**config.mk**
```make
export PLATFORM = sky130hd
export DESIGN_NAME = uart_bram_writer
export DESIGN_NICKNAME = d
export VERILOG_FILES = /design/src/rtl/uart_bram_writer.sv
export SDC_FILE = /design/constraint.sdc
export NUM_CORES = 1
export LEC_CHECK = 0
export CAP_MARGIN = 20
export CORE_AREA = 2 2 86 88
export CTS_CLUSTER_DIAMETER = 120
export DETAILED_ROUTE_END_ITERATION = 12
export DIE_AREA = 0 0 88 90
export PLACE_DENSITY = 0.7
export REMOVE_ABC_BUFFERS = 1
export SLEW_MARGIN = 10
export SYNTH_ARGS = -nofsm -noshare
export SYNTH_HDL_FRONTEND = slang
export SYNTH_SLANG_ARGS = --single-unit
export TNS_END_PERCENT = 100
```
**constraint.sdc**
```tcl
create_clock -name clk -period 2.6 [get_ports clk]
set_clock_uncertainty 0.15 [all_clocks]
set_input_delay 0.52 -clock clk [delete_from_list [all_inputs] [get_ports clk]]
set_output_delay 0.52 -clock clk [all_outputs]
set_load 0.1 [all_outputs]
```
**src/rtl/uart_bram_writer.sv**
```systemverilog
`default_nettype none
// ============================================================================
// uart_bram_writer - writes one UART-received frame into sequential BRAM
// addresses. Optional trailing checksum byte: UART_BRAM_WRITER_CHECKSUM_EN.
// Revision: 1.0
// ============================================================================
module uart_bram_writer #(
  parameter int IMAGE_DEPTH = 49284,
  parameter int ADDR_W      = 16,
  parameter int DATA_W      = 8
) (
  input  logic              clk,
  input  logic              reset,
  input  logic              start,
  input  logic              rx_valid,
  input  logic [DATA_W-1:0] rx_data,
  output logic              bram_we,
  output logic [ADDR_W-1:0] bram_addr,
  output logic [DATA_W-1:0] bram_din,
  output logic [15:0]       image_write_count,
  output logic              bram_write_complete,
  output logic              overrun_error,
  output logic              checksum_error
);

  localparam logic [ADDR_W-1:0] LAST_ADDR = ADDR_W'(IMAGE_DEPTH - 1);

  typedef enum logic [2:0] {
    IDLE      = 3'd0,
    WAIT_BYTE = 3'd1,
    WRITE     = 3'd2,
`ifdef UART_BRAM_WRITER_CHECKSUM_EN
    CHECK     = 3'd3,
`endif
    DONE      = 3'd4
  } state_t;

  state_t            state;
  state_t            state_next;
  logic [ADDR_W-1:0] addr_count;
  logic              last_pixel;

  assign last_pixel          = (addr_count == LAST_ADDR);
  assign bram_write_complete = (state == DONE);

  always_ff @(posedge clk or negedge reset) begin
    if (!reset) begin
      state <= IDLE;
    end else begin
      state <= state_next;
    end
  end

  always_comb begin
    state_next = state;
    case (state)
      IDLE: begin
        if (start) state_next = WAIT_BYTE;
      end
      WAIT_BYTE: begin
        if (rx_valid) state_next = WRITE;
      end
      WRITE: begin
        if (last_pixel) begin
`ifdef UART_BRAM_WRITER_CHECKSUM_EN
          state_next = CHECK;
`else
          state_next = DONE;
`endif
        end else begin
          state_next = WAIT_BYTE;
        end
      end
`ifdef UART_BRAM_WRITER_CHECKSUM_EN
      CHECK: begin
        if (rx_valid) state_next = DONE;
      end
`endif
      DONE: begin
        if (start) state_next = WAIT_BYTE;
      end
      default: state_next = IDLE;
    endcase
  end

  // Address/data registers are only loaded on accept so they hold between writes.
  always_ff @(posedge clk or negedge reset) begin
    if (!reset) begin
      bram_we           <= 1'b0;
      bram_addr         <= '0;
      bram_din          <= '0;
      addr_count        <= '0;
      image_write_count <= '0;
      overrun_error     <= 1'b0;
    end else begin
      bram_we <= 1'b0;
      case (state)
        IDLE, DONE: begin
          if (start) begin
            addr_count        <= '0;
            image_write_count <= '0;
            overrun_error     <= 1'b0;
          end
        end
        WAIT_BYTE: begin
          if (rx_valid) begin
            bram_we   <= 1'b1;
            bram_addr <= addr_count;
            bram_din  <= rx_data;
          end
        end
        WRITE: begin
          addr_count        <= addr_count + ADDR_W'(1);
          image_write_count <= image_write_count + 16'd1;
          if (rx_valid) overrun_error <= 1'b1;
        end
        default: ;
      endcase
    end
  end

`ifdef UART_BRAM_WRITER_CHECKSUM_EN
  logic [DATA_W-1:0] checksum_acc;

  always_ff @(posedge clk or negedge reset) begin
    if (!reset) begin
      checksum_acc   <= '0;
      checksum_error <= 1'b0;
    end else begin
      case (state)
        IDLE, DONE: begin
          if (start) begin
            checksum_acc   <= '0;
            checksum_error <= 1'b0;
          end
        end
        WAIT_BYTE: begin
          if (rx_valid) checksum_acc <= checksum_acc + rx_data;
        end
        CHECK: begin
          if (rx_valid) checksum_error <= (rx_data != checksum_acc);
        end
        default: ;
      endcase
    end
  end
`else
  assign checksum_error = 1'b0;
`endif

endmodule
`default_nettype wire

```
==> impl_metrics.env <==
export IMPL_yosysSeqAreaShare_pct=55.51
export IMPL_max_cap_violations=0
export IMPL_place_hpwl_mm=3.605
export IMPL_p_per_area_nw_per_um2=1039
export IMPL_syn_to_final_growth_pct=27.71
export IMPL_antenna_found_initial=0
export IMPL_layout_drive_gt1_share_pct=30.13
export IMPL_drc_errors=0
export IMPL_grt_pass1_vias=2052
export IMPL_synth_area_leaders="dfrtp_1 (56%), mux2_2 (9.8%), o21ai_0 (4.0%)"
export IMPL_die_y_um=90
export IMPL_first_iter_violations=97
export IMPL_rrSetupSlack_ns=0.39
export IMPL_min_path_type="input port to async pin"
export IMPL_fill_cells=656
export IMPL_post_cts_buffers=0
export IMPL_yosys_warnings=0
export IMPL_stdcell_count=401
export IMPL_slew_violations=0
export IMPL_seq_area_um2=1526
export IMPL_cts_hold_buf=0
export IMPL_synth_most_common_cell="dfrtp_1"
export IMPL_startpoint_type="flip-flop"
export IMPL_worstPathRequired_ns=2.73
export IMPL_rows=31
export IMPL_vias=2080
export IMPL_ys_top_cells_by_count="dfrtp_1 (61), nand2_1 (25), mux2_2 (24), o21ai_0 (22), nand4_1 (13)"
export IMPL_place_area_um2=3272
export IMPL_grt_usage_pct=15.25
export IMPL_gp_congestion=0.7647
export IMPL_worstReg2RegStart="state[0]"
export IMPL_synth_top_area_cell="dfrtp_1"
export IMPL_synthCells=241
export IMPL_period_needed_ns=2.207
export IMPL_grt_overflow=0
export IMPL_numCtsBuffers=9
export IMPL_outcome="finished, final reports clean"
export IMPL_setup_viol=0
export IMPL_worstSetupPathType="flip-flop to flip-flop"
export IMPL_worstPathArrival_ns=2.33
export IMPL_coreArea_um2=7020
export IMPL_worstSkewPairLatency_ns=0.34
export IMPL_worstMarginPinSlew_ns=0.7690
export IMPL_ys_flop_type="dfrtp_1"
export IMPL_cts_tree="yes"
export IMPL_stdcell_area_um2=3512
export IMPL_dp_cells=385
export IMPL_r2r_cells=4
export IMPL_worstPathMaxFanout=8
export IMPL_h_tree_depth=3
export IMPL_rsz0062_at_grt="false"
export IMPL_endpoint_kind="flip-flop"
export IMPL_clk_pin_slew_ns=0.07
export IMPL_synth_seq_cells=61
export IMPL_nets=311
export IMPL_multi_input_area_um2=1132
export IMPL_p_leak_nw=1.647
export IMPL_ioPinCount=56
export IMPL_finalPower_mw=3.648
export IMPL_netlist_area_um2=2750
export IMPL_post_cts_resized=0
export IMPL_cts_buffer_depth=2
export IMPL_synth_edff_count=0
export IMPL_routed_wl_mm=5.403
export IMPL_die_area_um2=7920
export IMPL_timing_slew_headroom_pct=48.74
export IMPL_clock_sinks=61
export IMPL_die_w_um=88
export IMPL_min_period_over_period_pct=84.88
export IMPL_vias_per_cell=5.187
export IMPL_clock_tree_root_cell="clkbuf_8"
export IMPL_async_flop_share_pct=100.0
export IMPL_yosys_area_top_type_share_pct=55.51
export IMPL_ys_types=40
export IMPL_grt_max_degree=62
export IMPL_crit_path_start="state[0]"
export IMPL_hold_violations=0
export IMPL_syn_area_per_cell_um2=11.41
export IMPL_grt_pass1_wl_mm=9.535
export IMPL_r2r_end="image_write_count[14]"
export IMPL_crit_end="image_write_count[14]"
export IMPL_drtAntennaViolNets=0
export IMPL_drtPass1Iterations=4
export IMPL_initial_core_util_pct=39.17
export IMPL_n_antenna_cell=0
export IMPL_fmax_ghz=0.4531
export IMPL_routedWlPerCell_um=13.47
export IMPL_io_buffers=54
export IMPL_tns_ns=0
export IMPL_ir_worst_vdd_mv=0.7282
worst max-delay path, stage by stage, from the launching register on:
cell	delay, ns
dfrtp_1	0.46
nor3b_2	0.57
nand4_1	0.40
or4_1	0.49
nand2_1	0.08
where the power goes:
part / internal, mW / switching, mW
Clock: 0.662 / 0.360
Combinational: 0.347 / 1.08
Sequential: 1.09 / 0.113
Total: 2.10 / 1.55
cells by family after synthesis:
kind of cell	Yosys count	share of synthesized area [%]
compound gates	46	10.60
xor+xnor	1	0.3185
fa+ha+maj	2	0.9098
buf+inv	17	3.321
flops	61	55.50
mux	29	11.65
other cells	1	0.1364
simple gates	84	17.56
through the flow:
stage | hold WS (ns) | setup slack (ns) | utilization [%]
5_1_grt | 0.2645 | 0.2260 | 50.03
3_5_place_dp | 0.3327 | 0.2212 | 46.60
3_3_place_gp | 0.3304 | 0.2697 | 46.60
2_1_floorplan | 0.07441 | 0.1240 | -
4_1_cts | 0.2198 | 0.4151 | 50.03
6_report | 0.1923 | 0.3931 | 50.03
flip-flops by register name, indices dropped and copies added (netlist names):
name	flops
addr_count	16
image_write_count	16
bram_we	1
bram_din	8
overrun_error	1
bram_addr	16
state	3
worst min path at each step:
stage / start / endpoint / slack (ns) / cells past startpoint
4_1_cts: reset / addr_count[13] / 0.22 / 2
6_report: reset / image_write_count[9] / 0.19 / 2
3_3_place_gp: image_write_count[15] / image_write_count[15] / 0.33 / 1
2_1_floorplan: reset / addr_count[0] / 0.07 / 0
3_5_place_dp: image_write_count[15] / image_write_count[15] / 0.33 / 1
5_1_grt: reset / bram_addr[13] / 0.26 / 2
per-layer routing:
layer | vias up | part of all wire [%] | track usage (%)
li1 | 1008 | - | -
met1 | 1006 | 46 | 21.51
met2 | 55 | 47 | 22.35
met3 | 11 | 5.0 | 3.949
met4 | 0 | 1.9 | 5.897
met5 | - | 0 | 0
layout by cell type, fill, tap and decap left out, types with 5 or more instances in the layout:
master | Yosys | routed
and4_1 | 5 | 5
buf_4 | 4 | 47
clkbuf_8 | 0 | 10
clkdlybuf4s50_1 | 0 | 10
dfrtp_1 | 61 | 61
mux2_2 | 24 | 24
mux2i_1 | 5 | 5
nand2_1 | 25 | 25
nand3_1 | 12 | 12
nand4_1 | 13 | 13
nor2_1 | 8 | 8
o211ai_1 | 7 | 7
o21ai_0 | 22 | 22
o31ai_1 | 6 | 6
layout make-up:
class,instances,area share (%)
Sequential cell,61,43.46
Multi-Input combinational cell,163,32.24
Timing Repair Buffer,59,13.61
Clock buffer,12,4.133
Tap cell,99,3.527
Clock inverter,4,2.708
Inverter,3,0.3206
(Power assumes the default switching activity.)
==> RTL change 1 (same settings) <==
Re-encode `state_t` (4 states) as one-hot, 4 bits wide.
--- a/src/rtl/uart_bram_writer.sv
+++ b/src/rtl/uart_bram_writer.sv
@@ -27,6 +27,6 @@
 
-  typedef enum logic [2:0] {
-    IDLE      = 3'd0,
-    WAIT_BYTE = 3'd1,
-    WRITE     = 3'd2,
+  typedef enum logic [3:0] {
+    IDLE      = 4'b0001,
+    WAIT_BYTE = 4'b0010,
+    WRITE     = 4'b0100,
 `ifdef UART_BRAM_WRITER_CHECKSUM_EN
@@ -34,3 +34,3 @@
 `endif
-    DONE      = 3'd4
+    DONE      = 4'b1000
   } state_t;
Check against the original RTL: no difference found for any inputs over 10 cycles, from zero or initial values and one cycle with reset low; not proved beyond that.
==> RTL change 1 against the unedited design <==
Sequential cell count is 1 higher. Power is 4.2% lower. Area after synthesis is 4.5% higher. Via count is 7.0% higher. Worst setup slack worse by 93 ps. Design area is 2.5% higher. Utilization is 1.2 points higher. Routed wire length is 14% higher. Die area stayed put.
==> RTL change 1: results (changes against the unedited design) <==
- Outcome: complete, no violations
- Largest net degree at the start of global routing: 39 (-37%)
- Tightest Pin Transition: 599.9 ps (-169.0 ps)
- Post-DP HPWL: 4335 um (+20%)
- DRT iter0 DRCs: 102 (+5.2%)
- Nonclk inv count: 5 (+2)
- Multi-input logic area: 1231 um^2 (+8.7%)
- Data buffer area share: 0.1405 (+0.004385)
- Layout cell share with drive strength beyond 1: 0.2892 (-0.01209)
- Internal: 1.827 mW (-13%)
- Slowest CP cell: dfrtp_1
- WL met2: 2819 um (+11%)
- Reg area: 1553 um^2 (+1.7%)
- CP max stage delay: 510 ps (-60 ps)
- Top post-synthesis cells by count: dfrtp_1 (61), nand2_1 (27), mux2_2 (22), o21ai_0 (22), nor2_1 (12)
- Clock buffer count: 11 (-1)
- Fill count: 641 (-2.3%)
- Post-DP Area: 3432 um^2 (+4.9%)
- Clock sink total: 62 (+1.6%)
- Nets: 334 (+7.4%)
- Routability cong.: 0.8063 (+5.4%)
- Count of cell types in the netlist: 42 (+5.0%)
- Synth top area cells: dfrtp_1 (53%), mux2_2 (8.6%), o21ai_0 (3.8%)
- CP delay by family, top: flip-flops
- Gr usage total: 0.1703 (+0.01784)
- Seq/Total Area, Yosys: 0.5403 (-0.01478)
## RTL change 1: cell count changes after synthesis, sizes merged, moves of 3 or more
cell	before	now
a21oi	2	8
a31oi	1	6
a41oi	0	4
and3	3	6
clkbuf	5	8
mux2i	5	8
nand2	25	28
nand4	14	10
nor2	9	12
o211ai	7	2
o311ai	3	0
## RTL change 1: final timing paths
check                                            from  slack (ps)                     to
min in group clk                image_write_count[15]         340  image_write_count[15]
worst min register to register  image_write_count[15]         340  image_write_count[15]
worst max-delay path                         state[3]         300    bram_write_complete
max in group asynchronous                       reset        1590               state[0]
worst max register to register               state[1]         450            bram_din[2]
worst min-delay path                            reset          40  image_write_count[10]
## RTL change 1: power by group through the flow
stage | logic [mW] | clock network (mW) | registers (mW)
2_1_floorplan | 0.276 | 0 | 2.14
3_3_place_gp | 1.52 | 0 | 1.26
3_5_place_dp | 1.53 | 0 | 1.26
4_1_cts | 1.54 | 0.751 | 1.25
5_1_grt | 1.58 | 0.794 | 1.27
6_report | 1.52 | 0.725 | 1.25
## RTL change 1: logic make-up (layout without fill, tap and decap cells)
family,count (synthesis),count (layout),share of synthesized area
muxes,32,32,0.1219
and+or+nand+nor,91,91,0.1746
other,1,1,0.001305
DFF,62,62,0.5403
buffers and inverters,22,82,0.03352
adders and majority gates,2,2,0.008706
AOI/OAI and AO/OA,50,50,0.1045
xor gates and xnor gates,5,5,0.01524
## RTL change 1: through the flow
stage	cells	power (mW)	setup slack (ps)	utilization	hold WS (ps)
after floorplan	248	2.417	-1420	-	74.41
after global placement	408	2.777	321.8	0.4889	329.4
after detailed placement	408	2.798	298.5	0.4889	328.1
after CTS	424	3.535	299.9	0.5126	53.02
after global routing	424	3.648	172.4	0.5126	57.56
final	424	3.496	299.9	0.5126	37.72
==> RTL change 2 (same flow settings) <==
Without the edit above. `DATA_W`: 8 -> 6.
--- a/src/rtl/uart_bram_writer.sv
+++ b/src/rtl/uart_bram_writer.sv
@@ -9,3 +9,3 @@
   parameter int ADDR_W      = 16,
-  parameter int DATA_W      = 8
+  parameter int DATA_W      = 6
 ) (
Interface: changed (resized bram_din and rx_data); port bits go from 56 to 52. The function was not compared with the original's and may differ.
==> RTL change 2 against the unedited design <==
Area after synthesis down 1.4%. Design area shrank 2.5%. Final cell count down 0.50%. Maximum frequency grew 7.6%. Routed wire length grew 6.4%. Worst setup slack better by 160 ps. Via count up 0.34%. Die area stayed put. Non-clock buffer count shrank 2. Sequential power about the same. Sequential cell count is 2 lower. Power down 7.3%. Hold slack improved by 140 ps. Largest cell class unchanged. Largest power group unchanged.
==> RTL change 2: results (changes against the unedited design) <==
- GR Util met3: 0.05510 (+0.01561)
- Clock Latency Late Sink: 340 ps (about the same)
- Number of gates resized after CTS: 0 (unchanged)
- Vias in the first global route: 2039 (-0.63%)
- DR WL/cell: 14.41 um (+7.0%)
- Flop+latch power: 1.20 mW (about the same)
- Async S/R FF share, synth: 1.000 (unchanged)
- Outcome: complete, no violations
- Port Buffers: 50 (-7.4%)
- Count of cell types in the netlist: 44 (+10%)
- Seq/Total Area, Yosys: 0.5445 (-0.01052)
- M1 WL: 2623 um (+5.5%)
- R2R setup slack: 550 ps (+160 ps)
- Routability cong.: 0.7801 (+2.0%)
- Largest net degree at the start of global routing: 24 (-61%)
- Top power group: combinational cells
- Clk pin slew, worst setup/hold paths: 70 ps (about the same)
- XOR/XNOR share of the synthesized area: 0.003230 (+0.00004556)
- Complex-gate fraction of the synthesized area: 0.1172 (+0.01121)
- Leakage: 1.610 nW (-2.3%)
- DR vias: 2087 (+0.34%)
- Gr usage total: 0.1618 (+0.009343)
- Met3 WL: 360 um (+34%)
- Top post-synthesis cells by count: dfrtp_1 (59), nand2_1 (24), mux2_2 (22), o21ai_0 (20), nand3_1 (12)
- Switching part of the total: 0.4512 (+0.02585)
- Regs by FF count: addr_count: 16 flops, bram_addr: 16 flops, image_write_count: 16 flops
- Post-DP HPWL: 4023 um (+12%)
- Mux cell area share after synthesis: 0.1135 (-0.002949)
- Setup bufs post-CTS: 0 (unchanged)
- Clk pwr share: 0.245 (-0.035)
- Crit path max fanout: 12 (+4)
- Crit path DAT: 2120 ps (-210 ps)
- Met1 Resource Use GR: 0.2231 (+0.007989)
- Met2 Resource Use GR: 0.2361 (+0.01263)
- Layout cell share with drive strength beyond 1: 0.3100 (+0.008675)
- H-tree Lvls: 3 (unchanged)
- DRT iter0 DRCs: 155 (+60%)
- Internal: 1.855 mW (-11%)
- First-pass GRT wire length: 9908 um (+3.9%)
- Hold WC Path Type: reg2reg
- VDD IR-drop max: 0.6873 mV (-5.6%)
- Synth top area cells: dfrtp_1 (54%), mux2_2 (9.1%), o21ai_0 (3.7%)
- Hold buffers post-CTS: 1 (+1)
- Adder-cell share of the synthesized area: 0.009229 (+0.0001302)
- WL met2: 2668 um (+4.8%)
- Nets: 307 (-1.3%)
[RTL change 2: cell count changes in the layout (fill, tap and decap cells not counted), sizes merged, moves of 2 or more]
cell / change
inv: +3
nand4: -3
a21oi: +2
and4: -2
bufinv: -2
clkdlybuf4s50: -2
clkinv: +2
dfrtp: -2
mux2: -2
o21ai: -2
o41ai: +2
or3: +2
[RTL change 2: worst max-delay path, stage by stage (launching register included)]
cell and delay (ps):
dfrtp_1 480, or3b_2 650, and2_1 340, o21ai_0 200
o21ai_0 100
[RTL change 2: path summary, 6_finish.rpt]
| path | endpoint | cells past startpoint | start |
|---|---|---|---|
| worst min register to register | image_write_count[15] | 1 | image_write_count[15] |
| worst max register to register | image_write_count[4] | 4 | state[0] |
| max in group asynchronous | addr_count[9] | 3 | reset |
| min in group asynchronous | image_write_count[8] | 2 | reset |
| worst min-delay path | image_write_count[15] | 1 | image_write_count[15] |
| worst max-delay path | image_write_count[4] | 4 | state[0] |
[RTL change 2: stage by stage]
stage          instance area (um^2)  instances  worst slack [ps]  hold WS, ps    util
2_1_floorplan                  2643        227             116.4        74.41       -
3_3_place_gp                   3219        382             393.1        329.4  0.4586
3_5_place_dp                   3219        382             352.5        330.5  0.4586
4_1_cts                        3423        399             523.1        338.3  0.4876
5_1_grt                        3423        399             350.0        378.3  0.4876
6_report                       3423        399             548.6        327.9  0.4876
[RTL change 2: area by class of cell]
| class | instances | area [um^2] |
|---|---|---|
| Inverter | 6 | 22.52 |
| Clock inverter | 5 | 52.55 |
| Sequential cell | 59 | 1476 |
| Multi-Input combinational cell | 162 | 1146 |
| Timing Repair Buffer | 57 | 460.4 |
| Tap cell | 99 | 123.9 |
| Fill cell | 641 | 3597 |
| Clock buffer | 11 | 141.4 |
